<file path="src/rtl/track_move_if.sv">
//==============================================================================
// Module      : track_move_if
// Description : Move-command handshake between a host and track_move_ctrl.
//               The master presents a target position; the slave reports
//               whether the command is taken in the current cycle.
// Revision    : 1.0 - initial release
//==============================================================================
`default_nettype none

interface track_move_if;
    logic       cmd_valid;
    logic [7:0] cmd_pos;
    logic       cmd_ready;

    modport master (output cmd_valid, output cmd_pos, input  cmd_ready);
    modport slave  (input  cmd_valid, input  cmd_pos, output cmd_ready);
endinterface

`default_nettype wire

</file>
<file path="src/rtl/track_move_ctrl.sv">
//==============================================================================
// Module      : track_move_ctrl
// Description : Station-positioning controller for a stepper-driven track.
//               Homes against a limit switch, steps forward/backward to a
//               commanded station, settles, and reports done/err pulses.
// Revision    : 1.0 - initial release
//==============================================================================
`default_nettype none

module track_move_ctrl #(
    parameter int STEP_TICKS     = 1000000,
    parameter int SETTLE_TICKS   = 250000,
    parameter int MAX_POS        = 200,
    parameter int HOME_MAX_STEPS = 255
) (
    input  wire logic       clk,
    input  wire logic       rst_n,
    track_move_if.slave     cmd_if,
    input  wire logic       home_req,
    input  wire logic       limit_home_i,
    input  wire logic       abort,
    output logic            move_o,
    output logic            back_o,
    output logic [7:0]      cur_pos,
    output logic            busy,
    output logic            done,
    output logic            err,
    output logic            homed
);

    typedef enum logic [2:0] {
        S_IDLE      = 3'd0,
        S_HOMING    = 3'd1,
        S_MOVE_FWD  = 3'd2,
        S_MOVE_BACK = 3'd3,
        S_SETTLE    = 3'd4,
        S_DONE      = 3'd5
    } state_t;

    // One counter serves both step timing and settle timing.
    localparam int TICK_MAX = (STEP_TICKS > SETTLE_TICKS) ? STEP_TICKS : SETTLE_TICKS;
    localparam int TICK_W   = (TICK_MAX > 1) ? $clog2(TICK_MAX) : 1;
    localparam int HOME_W   = (HOME_MAX_STEPS > 1) ? $clog2(HOME_MAX_STEPS) : 1;

    localparam logic [TICK_W-1:0] STEP_LAST   = TICK_W'(STEP_TICKS - 1);
    localparam logic [TICK_W-1:0] SETTLE_LAST = TICK_W'(SETTLE_TICKS - 1);
    localparam logic [HOME_W-1:0] HOME_LAST   = HOME_W'(HOME_MAX_STEPS - 1);
    localparam logic [7:0]        MAX_POS_B   = 8'(MAX_POS);

    state_t              state_q, state_d;
    logic [TICK_W-1:0]   tick_q, tick_d;
    logic [HOME_W-1:0]   home_cnt_q, home_cnt_d;
    logic [7:0]          pos_q, pos_d;
    logic [7:0]          target_q, target_d;
    logic                homed_q, homed_d;
    logic                err_q, err_d;
    logic                done_q, move_q, back_q, busy_q;
    logic                lim_meta_q, lim_s_q;

    logic                step_last;
    logic [TICK_W-1:0]   tick_next;
    logic [7:0]          pos_inc, pos_dec;

    // The switch is asynchronous to clk, so it is re-timed before the FSM sees it.
    always_ff @(posedge clk or negedge rst_n) begin
        if (!rst_n) begin
            lim_meta_q <= 1'b0;
            lim_s_q    <= 1'b0;
        end else begin
            lim_meta_q <= limit_home_i;
            lim_s_q    <= lim_meta_q;
        end
    end

    // Commands are only taken when idle; a homing request in the same cycle wins.
    assign cmd_if.cmd_ready = (state_q == S_IDLE) && !home_req && !abort;

    // Next-state and datapath decisions; abort overrides everything at the end.
    always_comb begin
        state_d    = state_q;
        tick_d     = tick_q;
        home_cnt_d = home_cnt_q;
        pos_d      = pos_q;
        target_d   = target_q;
        homed_d    = homed_q;
        err_d      = 1'b0;

        step_last = (tick_q == STEP_LAST);
        tick_next = step_last ? '0 : tick_q + 1'b1;
        pos_inc   = (pos_q >= MAX_POS_B) ? pos_q : pos_q + 8'd1;
        pos_dec   = (pos_q == 8'd0) ? pos_q : pos_q - 8'd1;

        case (state_q)
            S_IDLE: begin
                tick_d = '0;
                if (home_req && !abort) begin
                    state_d    = S_HOMING;
                    home_cnt_d = '0;
                end else if (cmd_if.cmd_ready && cmd_if.cmd_valid) begin
                    if (!homed_q || (cmd_if.cmd_pos > MAX_POS_B)) begin
                        err_d = 1'b1;
                    end else begin
                        target_d = cmd_if.cmd_pos;
                        if (cmd_if.cmd_pos > pos_q)      state_d = S_MOVE_FWD;
                        else if (cmd_if.cmd_pos < pos_q) state_d = S_MOVE_BACK;
                        else                             state_d = S_DONE;
                    end
                end
            end
            S_HOMING: begin
                if (lim_s_q) begin
                    pos_d   = 8'd0;
                    homed_d = 1'b1;
                    state_d = S_SETTLE;
                end else begin
                    tick_d = tick_next;
                    if (step_last) begin
                        if (home_cnt_q == HOME_LAST) begin
                            err_d   = 1'b1;
                            homed_d = 1'b0;
                            state_d = S_IDLE;
                        end else begin
                            home_cnt_d = home_cnt_q + 1'b1;
                        end
                    end
                end
            end
            S_MOVE_FWD: begin
                tick_d = tick_next;
                if (step_last) begin
                    pos_d = pos_inc;
                    if (pos_inc == target_q) state_d = S_SETTLE;
                end
            end
            S_MOVE_BACK: begin
                if (lim_s_q) begin
                    // Hitting home re-references the position regardless of target.
                    pos_d   = 8'd0;
                    err_d   = (target_q != 8'd0);
                    state_d = S_SETTLE;
                end else begin
                    tick_d = tick_next;
                    if (step_last) begin
                        pos_d = pos_dec;
                        if (pos_dec == target_q) state_d = S_SETTLE;
                    end
                end
            end
            S_SETTLE: begin
                if (tick_q == SETTLE_LAST) state_d = S_DONE;
                else                       tick_d  = tick_q + 1'b1;
            end
            S_DONE:  state_d = S_IDLE;
            default: state_d = S_IDLE;
        endcase

        if (abort) begin
            state_d    = S_IDLE;
            err_d      = 1'b0;
            pos_d      = pos_q;
            homed_d    = homed_q;
            target_d   = target_q;
            home_cnt_d = home_cnt_q;
        end

        // Every state starts its timing from zero.
        if (state_d != state_q) tick_d = '0;
    end

    // Controller state and registered outputs derived from the next state.
    always_ff @(posedge clk or negedge rst_n) begin
        if (!rst_n) begin
            state_q    <= S_IDLE;
            tick_q     <= '0;
            home_cnt_q <= '0;
            pos_q      <= 8'd0;
            target_q   <= 8'd0;
            homed_q    <= 1'b0;
            err_q      <= 1'b0;
            done_q     <= 1'b0;
            move_q     <= 1'b0;
            back_q     <= 1'b0;
            busy_q     <= 1'b0;
        end else begin
            state_q    <= state_d;
            tick_q     <= tick_d;
            home_cnt_q <= home_cnt_d;
            pos_q      <= pos_d;
            target_q   <= target_d;
            homed_q    <= homed_d;
            err_q      <= err_d;
            done_q     <= (state_d == S_DONE);
            move_q     <= (state_d == S_HOMING) || (state_d == S_MOVE_FWD) ||
                          (state_d == S_MOVE_BACK);
            back_q     <= (state_d == S_HOMING) || (state_d == S_MOVE_BACK);
            busy_q     <= (state_d != S_IDLE);
        end
    end

    assign move_o  = move_q;
    assign back_o  = back_q;
    assign cur_pos = pos_q;
    assign busy    = busy_q;
    assign done    = done_q;
    assign err     = err_q;
    assign homed   = homed_q;

endmodule

`default_nettype wire

</file>
<file path="src/flat_wrapper.sv">
// flat-port wrapper written by rule: the top's interface ports become plain ports
module track_move_ctrl_flat 
#(
    parameter int STEP_TICKS     = 1000000,
    parameter int SETTLE_TICKS   = 250000,
    parameter int MAX_POS        = 200,
    parameter int HOME_MAX_STEPS = 255
)
  (clk, rst_n, home_req, limit_home_i, abort, move_o, back_o, cur_pos, busy, done, err, homed, cmd_if_cmd_valid, cmd_if_cmd_pos, cmd_if_cmd_ready);
  track_move_if cmd_if_i ();
  input  wire logic clk;
  input  wire logic rst_n;
  input  wire logic home_req;
  input  wire logic limit_home_i;
  input  wire logic abort;
  output logic move_o;
  output logic back_o;
  output logic [7:0] cur_pos;
  output logic busy;
  output logic done;
  output logic err;
  output logic homed;
  input wire logic [$bits(cmd_if_i.cmd_valid)-1:0] cmd_if_cmd_valid;
  input wire logic [$bits(cmd_if_i.cmd_pos)-1:0] cmd_if_cmd_pos;
  output wire logic [$bits(cmd_if_i.cmd_ready)-1:0] cmd_if_cmd_ready;
  assign cmd_if_i.cmd_valid = cmd_if_cmd_valid;
  assign cmd_if_i.cmd_pos = cmd_if_cmd_pos;
  assign cmd_if_cmd_ready = cmd_if_i.cmd_ready;
  track_move_ctrl #(.STEP_TICKS(STEP_TICKS), .SETTLE_TICKS(SETTLE_TICKS), .MAX_POS(MAX_POS), .HOME_MAX_STEPS(HOME_MAX_STEPS)) u_core (.clk(clk), .rst_n(rst_n), .cmd_if(cmd_if_i), .home_req(home_req), .limit_home_i(limit_home_i), .abort(abort), .move_o(move_o), .back_o(back_o), .cur_pos(cur_pos), .busy(busy), .done(done), .err(err), .homed(homed));
endmodule
</file>
<file path="config.mk">
export PLATFORM = sky130hd
export DESIGN_NAME = track_move_ctrl_flat
export DESIGN_NICKNAME = d
export VERILOG_FILES = /design/src/rtl/track_move_if.sv /design/src/rtl/track_move_ctrl.sv /design/src/flat_wrapper.sv
export SDC_FILE = /design/constraint.sdc
export NUM_CORES = 1
export LEC_CHECK = 0
export CAP_MARGIN = 0
export CORE_MARGIN = 3
export CORE_UTILIZATION = 45
export CTS_CLUSTER_DIAMETER = 60
export DETAILED_ROUTE_END_ITERATION = 12
export GPL_ROUTABILITY_DRIVEN = 0
export GPL_TIMING_DRIVEN = 0
export HOLD_SLACK_MARGIN = 0.03
export PLACE_DENSITY = 0.68
export SETUP_SLACK_MARGIN = 0.4
export SYNTH_ARGS = -nofsm -noshare
export SYNTH_HDL_FRONTEND = slang
export SYNTH_SLANG_ARGS = --single-unit
</file>
<file path="constraint.sdc">
create_clock -name clk -period 5.8 [get_ports clk]
set_input_delay 0.58 -clock clk [delete_from_list [all_inputs] [get_ports clk]]
set_output_delay 0.58 -clock clk [all_outputs]
set_load 0.02 [all_outputs]
</file>
==> flow_summary.yaml, run 1 <==
logic_synthesis:
  ys_warn_count: 0
  ys.flop_type: "dfrtp_1"
  synthDistinctLibCells: 73
  synth_top_area_cell: "dfrtp_1"
  synth_area_per_cell_um2: 8.23
  synth.top_cell.area_share: 0.329
  syn_inst: 509
  async_flop_share: 1.00
  netlist_area_um2: 4190
  seq_area_frac_synth: 0.329
  synth-seq-cells: 55
  yosysMostFrequentCell: "dfrtp_1"
  synth-edff-count: 0
  synthTopCellsByCount: "dfrtp_1, nor2_1, nand2_1"
  syn_nets: 537
  synth.area.top_cells: "dfrtp_1, o21ai_0, nor2_1"
die:
  die_w_um: 102
  fp.coreArea_um2: 8890
  rows: 34
  start_util: 0.471
  die_h_um: 102
  dieArea_um2: 10500
  pin_count: 29
power_and_ir_drop:
  p_leak_nw: 1.84
  power.density_nw_per_um2: 408
  ir_drop_v: 0.000150
sta:
  worst_pin_slew_ns: 0.925
  hold_violations: 0
  fmax_ghz: 0.289
  rsz0062_at_grt: "false"
  fin_skew_ns: 0.00879
  drv_slew: 0
  post-route-min-period_ns: 3.45
  finalWorstSetupSlack_ns: 2.35
  fin_crit_sh: 0.596
  finalSetupViolCount: 0
  slew_headroom: 0.382
  fin_tns_setup_ns: 0
final_layout:
  antenna_cells: 0
  syn2layout_area_growth_pct: 12.7
  final_cell_area_um2: 4720
  final_nets: 573
  drive_gt1_frac: 0.121
  n_fill_cell: 856
global_route:
  grt_max_degree: 38
  globalRouteOverflowTotal: 0
  grt_pass1_vias: 3899
  track_usage: 0.226
  grt_pass1_wl_um: 19100
  antenna_found_initial: 0
placed_design:
  post-place-ws_ns: 2.39
  hpwl_um: 8560
  io_buffers: 28
  placed_cell_area_um2: 4620
hold_path:
  hold_class: "input pin to async pin"
routing:
  drt-total-wl_um: 11500
  wl_per_cell_um: 17.5
  drtIter0Drc: 299
  drt-pass1-iter-count: 5
  drc: 0
  vias: 4103
  viasPerCell: 6.27
  ant_nets: 0
run:
  maxCapViolations: 0
clocking:
  clockBufferDepth: 2
  cts_max_level: 2
  cts_resized: 0
  cts_setup_buffers: 0
  cts_tree: "yes"
  cts_root_buffer: "clkbuf_8"
  clock_latency_ns: 0.32
  cts.sinks: 55
  clk_pin_slew_ns: 0.12
  numCtsBuffers: 5
  cts_hold_buf: 0
worst_setup_path:
  cp_data_arrival_time_ns: 3.67
  critPathKind: "flip-flop to flip-flop"
  cp.required_ns: 6.01
  end_kind: "flip-flop"
  slowest_delay_ns: 0.61
  startpoint_type: "flip-flop"
  critical_path.slowest_cell: "nor3b_1"
  path_cells: "buf_2 > inv_1 > ha_1 > nor3b_1 > nand2_1 > xor2_1 > a221oi_2 > and4b_4 > o22ai_2 > o221ai_2 > buf_6 > a21oi_2"
  cp_max_fo: 10
outcome:
  outcome: "completed"
-- per-layer routing --
layer,up-vias,part of all wire,GRT usage
met5,-,0,0
met4,0,0.034,0.0807
met3,37,0.063,0.0287
met2,177,0.46,0.367
met1,1939,0.44,0.308
li1,1950,-,-
-- critical path: cells and delay by family (launching register included) --
family                     cells  cell delay (ns)
adders and majority gates      1             0.30
and+or+nand+nor                3             1.13
DFF                            1             0.45
buffers and inverters          3             0.54
xor gates and xnor gates       1             0.20
AOI/OAI and AO/OA              4             0.72
-- stage by stage --
step | power, mW | utilization | cells | hold slack [ns]
2_1_floorplan | 1.33 | - | 509 | 0.284
3_3_place_gp | 1.63 | 0.518 | 645 | 0.364
3_5_place_dp | 1.65 | 0.519 | 646 | 0.335
4_1_cts | 1.90 | 0.531 | 654 | 0.215
5_1_grt | 2.06 | 0.531 | 654 | 0.224
6_report | 1.92 | 0.531 | 654 | 0.192
-- placed cells by master, fill, tap and decap left out, types with 5 or more instances in the layout --
master            n
nor2b_1          11
ha_1             14
a31oi_1           8
nor3b_1           6
clkdlybuf4s50_1  27
nor3_1           18
o21ai_0          38
nor2_2           16
and3_1            7
a211oi_1          5
nor4_1           10
or3_1             8
o22ai_1           7
clkbuf_8          6
or2_2             5
xnor2_1           8
nor2_1           47
clkbuf_1         16
and2_1            8
a21oi_1          33
xor2_1            8
inv_1            18
dfrtp_1          55
nand2_1          41
nand3_1          18
mux2_2            9
buf_2             7
nand4_1          10
-- power by group --
part | leakage, nW | switching, mW | internal (mW)
clock network | 0.0533 | 0.148 | 0.101
registers | 0.734 | 0.0995 | 0.451
logic | 1.06 | 0.676 | 0.448
total | 1.84 | 0.923 | 1.00
-- logic make-up (layout without fill, tap and decap cells) --
kind of cell               count (synthesis)  count (layout)  share of synthesized area
and+or+nand+nor                          227             227                      0.293
muxes                                     11              11                     0.0290
buffers and inverters                     44              81                     0.0475
adders and majority gates                 14              14                     0.0418
DFF                                       55              55                      0.329
AOI/OAI and AO/OA                        142             142                      0.227
xor gates and xnor gates                  16              16                     0.0335
-- registers in the layout, indices dropped and copies added, names as in the netlist --
signal	cells
u_core.tick_q	20
u_core.cur_pos	8
u_core.home_cnt_q	8
u_core.target_q	8
u_core.state_q	3
u_core.back_o	1
u_core.busy	1
u_core.done	1
u_core.err	1
u_core.homed	1
u_core.lim_meta_q	1
u_core.lim_s_q	1
u_core.move_o	1
-- worst paths after layout --
check	from	to	slack, ns	cells past startpoint
min	rst_n	u_core.cur_pos[4]	0.19	1
min reg2reg	u_core.lim_meta_q	u_core.lim_s_q	0.36	0
max	u_core.cur_pos[0]	u_core.tick_q[19]	2.35	12
max in group asynchronous	rst_n	u_core.tick_q[18]	5.04	2
max reg2reg	u_core.cur_pos[0]	u_core.tick_q[19]	2.35	12
min in group clk	u_core.lim_meta_q	u_core.lim_s_q	0.36	0
-- cell type report --
type / count / area [um^2] / share of cell area
Clock inverter: 2 / 20.0 / 0.00424
Buffer: 26 / 131 / 0.0278
Tap cell: 108 / 135 / 0.0286
Inverter: 18 / 67.6 / 0.0143
Sequential cell: 55 / 1380 / 0.292
Timing Repair Buffer: 29 / 295 / 0.0625
Multi-Input combinational cell: 410 / 2610 / 0.553
Clock buffer: 6 / 82.6 / 0.0175
(Power assumes the default switching activity.)
==> inputs of run 2 (changes only) <==
- PLACE_DENSITY: 0.68 -> 0.7
- clock period: 5.8 -> 2.8 ns (I/O delays scaled with it)
==> flow_summary.yaml, run 2 (same netlist as run 1, synthesis figures left out) <==
sta:
  fin_tns_setup_ns: -2.25
  drv_slew: 0
  fmax_ghz: 0.343
  rsz0062_at_grt: "true"
  finalSetupViolCount: 22
  fin_skew_ns: 0.0161
  slew_headroom: 0.395
  finalWorstSetupSlack_ns: -0.117
  worst_pin_slew_ns: 0.904
  timing.hold.ws_ns: 0.359
  hold_violations: 0
  fin_crit_sh: 1.04
  post-route-min-period_ns: 2.92
hold_path:
  hold_class: "flip-flop to flip-flop"
final_layout:
  largest_reg_flops: 20
  regMostFlops: "u_core.tick_q"
  antenna_cells: 0
  drive_gt1_frac: 0.253
  layout_commonest_cell: "dfrtp_1"
  n_fill_cell: 741
  mostFrequentLayoutCells: "dfrtp_1, nor2_1, nand2_1, a21oi_1, o21ai_0"
  final_nets: 604
  syn2layout_area_growth_pct: 29.6
  final_cell_area_um2: 5430
  final_core_util: 0.610
clocking:
  clockBufferDepth: 2
  cts_tree: "yes"
  cts_root_buffer: "clkbuf_8"
  cts.sinks: 55
  clock_latency_ns: 0.33
  numCtsBuffers: 5
  cts_max_level: 2
  clk_pin_slew_ns: 0.12
global_route:
  globalRouteOverflowTotal: 0
  grt_max_degree: 41
  antenna_found_initial: 0
  grt_pass1_wl_um: 20400
  grt_pass1_vias: 4248
  track_usage: 0.244
routing:
  drtIter0Drc: 352
  vias: 4318
  drt-pass1-iter-count: 5
  ant_nets: 0
  viasPerCell: 6.30
  wl_per_cell_um: 18.6
  drc: 0
  drt-total-wl_um: 12700
worst_setup_path:
  cp.required_ns: 3.02
  cp_max_fo: 5
  cp_data_arrival_time_ns: 3.14
  startpoint_type: "flip-flop"
  critPathKind: "flip-flop to flip-flop"
  end_kind: "flip-flop"
power_and_ir_drop:
  ir_drop_v: 0.000470
  swShare: 0.474
  power.density_nw_per_um2: 873
  seqPwrFrac: 0.246
  p_leak_nw: 2.11
  p_int_mw: 2.49
  netSwitchingPower_mw: 2.24
  power_frac_clock: 0.123
  p_comb_frac: 0.631
die:
  fp.coreArea_um2: 8890
  die_h_um: 102
  die_w_um: 102
  start_util: 0.471
  rows: 34
  dieArea_um2: 10500
  pin_count: 29
outcome:
  outcome: "finished with violations"
  violations: "setup timing"
run:
  maxCapViolations: 0
placed_design:
  placed_cell_area_um2: 4680
  io_buffers: 28
  hpwl_um: 8420
run 2: cell count changes in the layout (fill, tap and decap cells not counted), sizes merged:
cell           delta
clkinv            +1
dlygate4sd2       +1
inv               -1
clkdlybuf4s50     -1
clkbuf            -2
buf              +31
bufinv            +1
dlygate4sd3       +1
run 2: layer usage:
layer,track usage,vias to the layer above,wire (um)
met1,0.306,2007,5150
li1,-,2013,-
met5,0,-,0
met4,0.114,0,585
met3,0.0457,67,989
met2,0.404,231,5990
run 2: critical path: stages, from the launching register on:
cell,delay [ns]
dfrtp_2,0.45
buf_8,0.14
inv_8,0.05
ha_4,0.14
nor4b_4,0.22
buf_4,0.18
nand2_2,0.06
or3_4,0.37
a221oi_4,0.24
and4b_4,0.32
o22ai_4,0.10
o221ai_4,0.29
buf_6,0.19
nor2_2,0.04
run 2: repair_timing:
action,in CTS,in global routing
endpoints found under the setup margin,46,38
hold endpoints to repair,15,0
buffers inserted,17,10
gates cloned,2,1
pin swaps,20,8
hold buffers,1,0
resized for setup,47,51
run 2: through the flow:
stage                     setup WS, ns  total power, mW  instances
after floorplan                 0.0745             2.84        509
after global placement          -0.518             3.46        645
after detailed placement        -0.282             3.51        646
after CTS                      -0.0516             4.43        674
after global routing            -0.207             5.00        685
final                           -0.117             4.74        685
run 2: path summary, 6_finish.rpt:
path                                         from  slack (ns)  depth (start not counted)                 to
max in group asynchronous                   rst_n        1.83                          3   u_core.tick_q[9]
worst min-delay path            u_core.lim_meta_q        0.36                          0     u_core.lim_s_q
worst max-delay path            u_core.cur_pos[0]       -0.12                         13  u_core.tick_q[13]
worst max register to register  u_core.cur_pos[0]       -0.12                         13  u_core.tick_q[13]
worst min register to register  u_core.lim_meta_q        0.36                          0     u_core.lim_s_q
min in group asynchronous                   rst_n        0.40                          2  u_core.cur_pos[2]
run 2: area by class of cell:
| type | count | area [um^2] | area share |
|---|---|---|---|
| multi-input combinational | 410 | 2970 | 0.547 |
| sequential | 55 | 1380 | 0.255 |
| timing repair buffer | 60 | 566 | 0.104 |
| buffer | 26 | 171 | 0.0316 |
| tap | 108 | 135 | 0.0249 |
| inverter | 18 | 80.1 | 0.0148 |
| clock buffer | 5 | 68.8 | 0.0127 |
| clock inverter | 3 | 55.1 | 0.0101 |
run 2: power groups by stage:
stage               sequential (mW)  clock, mW  combinational (mW)
floorplan                      1.19          0                1.65
global placement               1.16          0                2.29
detailed placement             1.17          0                2.34
CTS                            1.15      0.594                2.69
global route                   1.18      0.628                3.19
finish                         1.17      0.583                2.99
==> inputs of run 3 (changes only) <==
- CELL_PAD_IN_SITES_DETAIL_PLACEMENT: default -> 1
- CELL_PAD_IN_SITES_GLOBAL_PLACEMENT: default -> 1
- CORE_UTILIZATION: 45 -> 41
- PLACE_DENSITY: 0.7 -> 0.81
==> flow_summary.yaml, run 3 (same netlist as run 1, synthesis figures left out) <==
sta:
  fin_crit_sh: 1.06
  timing.hold.ws_ns: 0.369
  drv_slew: 0
  fin_skew_ns: 0.0130
  finalWorstSetupSlack_ns: -0.180
  rsz0062_at_grt: "true"
  worst_pin_slew_ns: 1.11
  hold_violations: 0
  post-route-min-period_ns: 2.98
  slew_headroom: 0.260
  finalSetupViolCount: 27
  fmax_ghz: 0.336
worst_setup_path:
  cp_data_arrival_time_ns: 3.23
  cp_max_fo: 5
  startpoint_type: "flip-flop"
  cp.required_ns: 3.05
  critPathKind: "flip-flop to flip-flop"
  ff2ff_path_depth: 13
  end_kind: "flip-flop"
die:
  die_w_um: 107
  dieArea_um2: 11500
  start_util: 0.425
  rows: 36
  die_h_um: 107
  fp.coreArea_um2: 9860
  pin_count: 29
routing:
  drc: 0
  viasPerCell: 6.25
  vias: 4565
  drtIter0Drc: 273
  drt-total-wl_um: 16300
  wl_per_cell_um: 22.4
  drt-pass1-iter-count: 5
  ant_nets: 0
global_route:
  grt_pass1_vias: 4733
  grt_max_degree: 38
  grt_pass1_wl_um: 25200
  track_usage: 0.278
  globalRouteOverflowTotal: 0
  antenna_found_initial: 0
final_layout:
  mostFrequentLayoutCells: "dfrtp_1, nor2_1, buf_4, nand2_1, a21oi_1"
  antenna_cells: 0
  final_nets: 624
  layout_commonest_cell: "dfrtp_1"
  regMostFlops: "u_core.tick_q"
  drive_gt1_frac: 0.296
  syn2layout_area_growth_pct: 36.6
  largest_reg_flops: 20
power_and_ir_drop:
  power.density_nw_per_um2: 898
  p_total_mw: 5.14
  ir_drop_v: 0.000494
  p_leak_nw: 2.24
hold_path:
  hold_depth: 0
  hold_class: "flip-flop to flip-flop"
run:
  maxCapViolations: 0
clocking:
  cts.sinks: 55
  numCtsBuffers: 5
  clk_pin_slew_ns: 0.12
  cts_tree: "yes"
  cts_root_buffer: "clkbuf_8"
  cts_max_level: 2
  clockBufferDepth: 2
  clock_latency_ns: 0.33
placed_design:
  hpwl_um: 10000
  post-place-ws_ns: -0.331
  io_buffers: 28
outcome:
  violations: "setup timing"
  outcome: "finished with violations"
run 3: changes by cell type in the layout (fill, tap and decap cells not counted), sizes merged:
cell      before  now
clkinvlp       0    1
clkinv         2    0
bufinv         1    0
inv           18   19
buf           43   64
run 3: what timing repair did:
item | 4_1_cts | 5_1_grt
setup buffers | 41 | 7
endpoints found under the setup margin | 52 | 51
resized for setup | 70 | 58
gates cloned | 2 | 0
hold endpoints to repair | 18 | 0
pin swaps | 28 | 11
hold buffers | 1 | 0
run 3: final timing paths:
check | start | end | slack, ns
max in group asynchronous | rst_n | u_core.tick_q[11] | 1.76
setup reg to reg | u_core.cur_pos[1] | u_core.move_o | -0.18
hold reg to reg | u_core.lim_meta_q | u_core.lim_s_q | 0.37
min in group asynchronous | rst_n | u_core.target_q[1] | 0.44
setup / recovery | u_core.cur_pos[1] | u_core.move_o | -0.18
hold / removal | u_core.lim_meta_q | u_core.lim_s_q | 0.37
run 3: metal layers:
layer | vias to the layer above | GRT usage | wire (um)
met5 | - | 0 | 0
met4 | 0 | 0.142 | 745
met3 | 65 | 0.0379 | 677
met2 | 181 | 0.478 | 8180
met1 | 2262 | 0.339 | 6720
li1 | 2057 | - | -
run 3: power breakdown:
part           total (mW)  internal, mW  switching [mW]  leakage (nW)
sequential           1.18         0.941           0.236         0.726
clock               0.524         0.208           0.316        0.0493
combinational        3.44          1.48            1.95          1.47
run 3: per-stage QoR:
stage | std cells | setup TNS [ns] | cell area, um^2 | util
final | 730 | -3.91 | 5720 | 0.580
after floorplan | 509 | 0 | 4250 | -
after CTS | 723 | -0.428 | 5470 | 0.555
after global placement | 670 | -23.53 | 4700 | 0.476
after detailed placement | 671 | -7.55 | 4710 | 0.478
after global routing | 730 | -4.89 | 5720 | 0.580
run 3: area by class of cell:
| cell class | instances | area, um^2 |
|---|---|---|
| fillers | 1136 | 4140 |
| multi-input cells | 410 | 3040 |
| flip-flops and latches | 55 | 1380 |
| repair buffers | 80 | 751 |
| plain buffers | 26 | 201 |
| well taps | 133 | 166 |
| clock buffers | 6 | 82.6 |
| inverters | 18 | 80.1 |
| clock inverters | 2 | 18.8 |
run 3: critical path, stage by stage (launching register included):
cell and delay, ns:
dfrtp_2 0.44, buf_8 0.14, inv_8 0.06, ha_4 0.15
or3b_4 0.40, a211oi_2 0.24, o22ai_1 0.15, o2111ai_1 0.14
and4b_4 0.26, buf_4 0.14, buf_6 0.11, and3_4 0.18
a211o_1 0.32, a211oi_2 0.17
